**config.mk**
```make
export PLATFORM = sky130hd
export DESIGN_NAME = tx_uart
export DESIGN_NICKNAME = d
export VERILOG_FILES = /design/src/rtl/tx_uart.sv
export SDC_FILE = /design/constraint.sdc
export NUM_CORES = 1
export LEC_CHECK = 0
export ABC_AREA = 0
export BUFFER_PORTS_ARGS = -buffer_cell sky130_fd_sc_hd__buf_2
export CAP_MARGIN = 40
export CORE_MARGIN = 2
export CORE_UTILIZATION = 30
export CTS_BUF_LIST = sky130_fd_sc_hd__clkbuf_4
export CTS_CLUSTER_SIZE = 24
export DETAILED_ROUTE_END_ITERATION = 8
export GPL_TIMING_DRIVEN = 1
export PLACE_DENSITY = 0.45
export SKIP_LAST_GASP = 1
export SLEW_MARGIN = 10
export SYNTH_ARGS = -nofsm -noshare
export SYNTH_HDL_FRONTEND = slang
export SYNTH_SLANG_ARGS = --single-unit
```
**constraint.sdc**
```tcl
create_clock -name clk -period 2.3 [get_ports clk]
set_clock_uncertainty 0.05 [all_clocks]
set_input_delay 0.115 -clock clk [delete_from_list [all_inputs] [get_ports clk]]
set_output_delay 0.115 -clock clk [all_outputs]
set_load 0.02 [all_outputs]
```
**src/rtl/tx_uart.sv**
```systemverilog
// tx_uart: byte-at-a-time UART transmitter, 8N1 framing by default.
// Define TX_UART_PARITY_EN to add an even parity bit after the data (8E1).
// A byte is accepted on any rising edge with i_wr high while not busy; the
// serial output is a flop so the pin never glitches.
module tx_uart #(
    parameter int CLOCKS_PER_BAUD = 868,
    parameter int TIMER_BITS      = 32
) (
    input  logic       clk,
    input  logic       i_reset_n,
    input  logic       i_wr,
    input  logic [7:0] i_data,
    output logic       out_busy,
    output logic       uart_rxd_out
);

`ifdef TX_UART_PARITY_EN
    typedef enum logic [2:0] {IDLE, START, DATA, PARITY, STOP} state_t;
`else
    typedef enum logic [2:0] {IDLE, START, DATA, STOP} state_t;
`endif

    localparam logic [TIMER_BITS-1:0] RELOAD = TIMER_BITS'(CLOCKS_PER_BAUD - 1);

    state_t                state, state_d;
    logic [TIMER_BITS-1:0] cnt, cnt_d;
    logic [7:0]            shift, shift_d;
    logic [2:0]            idx, idx_d;
    logic                  line, line_d;
    logic                  busy, busy_d;
    logic                  tick;
`ifdef TX_UART_PARITY_EN
    logic                  par, par_d;
`endif

    assign tick         = (cnt == '0);
    assign out_busy     = busy;
    assign uart_rxd_out = line;

    // State, timer, shifter and registered pin update.
    always_ff @(posedge clk or negedge i_reset_n) begin
        if (!i_reset_n) begin
            state <= IDLE;
            cnt   <= '0;
            shift <= '0;
            idx   <= '0;
            line  <= 1'b1;
            busy  <= 1'b0;
`ifdef TX_UART_PARITY_EN
            par   <= 1'b0;
`endif
        end else begin
            state <= state_d;
            cnt   <= cnt_d;
            shift <= shift_d;
            idx   <= idx_d;
            line  <= line_d;
            busy  <= busy_d;
`ifdef TX_UART_PARITY_EN
            par   <= par_d;
`endif
        end
    end

    // Next-state logic: every bit boundary is the cycle the timer sits at 0,
    // so each bit is exactly CLOCKS_PER_BAUD cycles long.
    always_comb begin
        state_d = state;
        cnt_d   = cnt;
        shift_d = shift;
        idx_d   = idx;
        line_d  = line;
        busy_d  = busy;
`ifdef TX_UART_PARITY_EN
        par_d   = par;
`endif
        if (state != IDLE)
            cnt_d = tick ? RELOAD : cnt - TIMER_BITS'(1);

        case (state)
            IDLE: begin
                if (i_wr && !busy) begin
                    shift_d = i_data;
                    cnt_d   = RELOAD;
                    line_d  = 1'b0;
                    busy_d  = 1'b1;
                    state_d = START;
`ifdef TX_UART_PARITY_EN
                    par_d   = ^i_data;
`endif
                end
            end
            START: begin
                if (tick) begin
                    line_d  = shift[0];
                    shift_d = shift >> 1;
                    idx_d   = '0;
                    state_d = DATA;
                end
            end
            DATA: begin
                if (tick) begin
                    if (idx == 3'd7) begin
`ifdef TX_UART_PARITY_EN
                        line_d  = par;
                        state_d = PARITY;
`else
                        line_d  = 1'b1;
                        state_d = STOP;
`endif
                    end else begin
                        line_d  = shift[0];
                        shift_d = shift >> 1;
                        idx_d   = idx + 3'd1;
                    end
                end
            end
`ifdef TX_UART_PARITY_EN
            PARITY: begin
                if (tick) begin
                    line_d  = 1'b1;
                    state_d = STOP;
                end
            end
`endif
            STOP: begin
                if (tick) begin
                    busy_d  = 1'b0;
                    cnt_d   = '0;
                    state_d = IDLE;
                end
            end
            default: state_d = IDLE;
        endcase
    end

endmodule

```
==> results_dict.tcl <==
set metrics [dict create \
    p_leak_nw 1.33 \
    netlist_instances 240 \
    cts_buffers 5 \
    post-route-worst-setup-slack_ns -0.0978 \
    rsz0062_at_grt "true" \
    wl_per_cell_um 14.2 \
    r2r_start "cnt[0]" \
    io_pins 13 \
    crit_slowest_cell "or4_4" \
    critPathKind "reg -> reg" \
    violations "negative setup slack" \
    worstPathRequired_ns 2.51 \
    outcome "finished, violations left" \
    async_flop_share_pct 100 \
    tightest_slew_ns 0.645 \
    antenna_found_initial 0 \
    power_density_nw_per_um2 451 \
    start_util_pct 31.2 \
    cts_buffer_depth 2 \
    ys.flop_type "dfrtp_1" \
    clock_latency_ns 0.37 \
    hp-class "in -> reg" \
    hold_slack_ns 0.0285 \
    stdcell_count 389 \
    clkSlewWorstSetupHoldPaths_ns 0.14 \
    die_h_um 96.6 \
    grt_util_all_layers_pct 12.0 \
    hold_start "i_data[7]" \
    clkSinkCount 47 \
    ys_ff_latch 47 \
    n_antenna_cell 0 \
    layout.nets 302 \
    synth_nets 259 \
    wl_um 5520 \
    avgSynthCellArea_sq_um 10.7 \
    ys_warn_count 0 \
    drive_gt1_share_pct 38.7 \
    firstDrtPassIters 4 \
    vias 1865 \
    root_buffer "clkbuf_4" \
    drt_iter0_markers 59 \
    gp_congestion 0.730 \
    io_buffers 12 \
    fill_cells 829 \
    ant_nets 0 \
    coreArea_sq_um 8260 \
    grt_pass1_wl_um 9240 \
    syn2layout_area_growth_pct 28.6 \
    cap_violations 0 \
    critPathArrivalTime_ns 2.61 \
    die_area_sq_um 9340 \
    endpoint_kind "flop" \
    hold_viol_final 0 \
    grt_pass1_vias 1950 \
    fmax_mhz 417 \
    fin_crit_sh_pct 104 \
    synth_edf_count 0 \
    worst_ir_drop_vdd_uv 294 \
    viasPerCell 4.79 \
    synth_cell_types 49 \
    die_x_um 96.6 \
    worstSetupStartpointType "flop" \
    syn_area_sq_um 2570 \
    ys_seq_area_share_pct 45.7 \
    min_period_ns 2.40 \
    maxSlewViolCount 0 \
    tns_ns -2.11 \
    crit_fanout 5 \
    crit_path_start "cnt[0]" \
    synth_top_cell_area_share_pct 44.7 \
    cts_tree "done" \
    grt_start_max_net_pins 48 \
    yosysTopAreaCell "dfrtp_1" \
    worstPathCellList "inv_2 -> ha_4 -> or4b_1 -> or4_4 -> nor3_4 -> buf_12 -> o211ai_4 -> mux2_2" \
    grt_overflow 0 \
    synth.area.top_cells "dfrtp_1 45%, xnor2_1 8.2%, mux2_2 7.0%" \
    drc 0 \
    max_slew_margin_pct 56.6 \
    dp.cells 375 \
    final-setup-viol-count 42 \
    htree_levels 2 \
    rows 33 \
    crit_path_max_incr_delay_ns 0.47 \
    hpwlAfterDp_um 3610 \
]
## logic make-up (layout without fill, tap and decap cells)
logic type | count (synthesis) | in the layout | synth area share [%]
compound gates | 27 | 27 | 8.99
xor+xnor | 27 | 27 | 9.18
fa+ha+maj | 8 | 8 | 3.89
buf+inv | 16 | 60 | 3.35
flops | 47 | 47 | 45.7
mux | 18 | 18 | 7.97
simple gates | 97 | 97 | 20.9
## layer usage
| metal | vias up | GRT usage [%] | part of all wire, % |
|---|---|---|---|
| met1 | 897 | 16.1 | 50 |
| li1 | 940 | - | - |
| met4 | 0 | 3.25 | 0.89 |
| met3 | 7 | 2.53 | 2.2 |
| met5 | - | 0 | 0 |
| met2 | 21 | 19.5 | 47 |
## metrics by stage
| step | area [sq um] | util (%) | setup WS [ns] | power [mW] |
|---|---|---|---|---|
| after floorplan | 2570 | - | -0.0139 | 0.844 |
| after CTS | 3080 | 37.3 | -0.130 | 1.52 |
| final | 3310 | 40.1 | -0.0978 | 1.49 |
| after detailed placement | 2940 | 35.6 | -0.108 | 0.875 |
| after global placement | 2940 | 35.6 | -0.0724 | 0.875 |
| after global routing | 3310 | 40.1 | -0.179 | 1.56 |
## Yosys cell counts (3+ instances only)
cell type   n
dfrtp_1    46
nand2b_1    3
o21ai_0     3
mux2_2     16
or2_2       4
or3_1       4
a21oi_1     6
nor2_1     33
inv_1       8
nor4_1     12
clkbuf_1    3
ha_1        8
nor3_1     12
nand2_1     9
xnor2_1    24
xor2_1      3
o311a_1     4
## flip-flops by register name (all words and copies together), names as in the netlist
register      flops
shift             8
out_busy          1
idx               3
cnt              32
state             2
uart_rxd_out      1
## timing repair
action | in CTS | in global routing
endpoints found under the hold margin | 48 | 0
setup buffers | 1 | 0
endpoints found under the setup margin | 46 | 47
hold buffers | 2 | 0
gates cloned | 0 | 3
pin swaps | 5 | 23
resized for setup | 2 | 46
## where the power goes
group / leakage, nW / switching (mW) / internal, mW
logic: 0.763 / 0.0204 / 0.0129
clock network: 0.0559 / 0.282 / 0.351
registers: 0.507 / 0 / 0.827
total: 1.33 / 0.302 / 1.19
## worst paths after layout
| path | cells after the start | slack [ns] | to |
|---|---|---|---|
| setup / recovery | 8 | -0.1 | idx[0] |
| hold / removal | 3 | 0.03 | shift[7] |
| setup reg to reg | 8 | -0.1 | idx[0] |
| hold reg to reg | 1 | 0.47 | shift[6] |
| max in group asynchronous | 3 | 1.72 | uart_rxd_out |
| min in group asynchronous | 3 | 0.18 | cnt[12] |
## critical path: cells and delay by family (launching register included)
| kind | cells | cell delay [ns] |
|---|---|---|
| compound gates | 1 | 0.08 |
| fa+ha+maj | 1 | 0.12 |
| buf+inv | 2 | 0.23 |
| flops | 1 | 0.41 |
| mux | 1 | 0.27 |
| simple gates | 3 | 1.13 |
## layout make-up
cell class | count | area [sq um] | area share, %
Clock buffer | 6 | 45.0 | 1.36
Clock inverter | 2 | 60.1 | 1.81
Inverter | 8 | 30.0 | 0.907
Multi-Input combinational cell | 177 | 1480 | 44.8
Sequential cell | 47 | 1180 | 35.5
Tap cell | 105 | 131 | 3.97
Timing Repair Buffer | 44 | 385 | 11.6
## layout by cell type, fill, tap and decap left out, types with 3 or more instances in the layout
cell      Yosys  final
or3_1         4      4
inv_1         8      6
dfrtp_1      46     46
xnor2_1      24     24
nand2b_1      3      3
or2_2         4      4
o311a_1       4      4
buf_12        0      3
buf_4         2     24
ha_1          8      7
nand2_1       9      9
nor2_4        0     18
o21ai_0       3      3
a21oi_1       6      4
xor2_1        3      3
nor3_1       12     12
mux2_2       16     15
clkbuf_4      0      6
nor4_1       12     12
nor2_1       33     13
buf_2         1     12
Note: power is estimated with default switching activity, not from simulation.
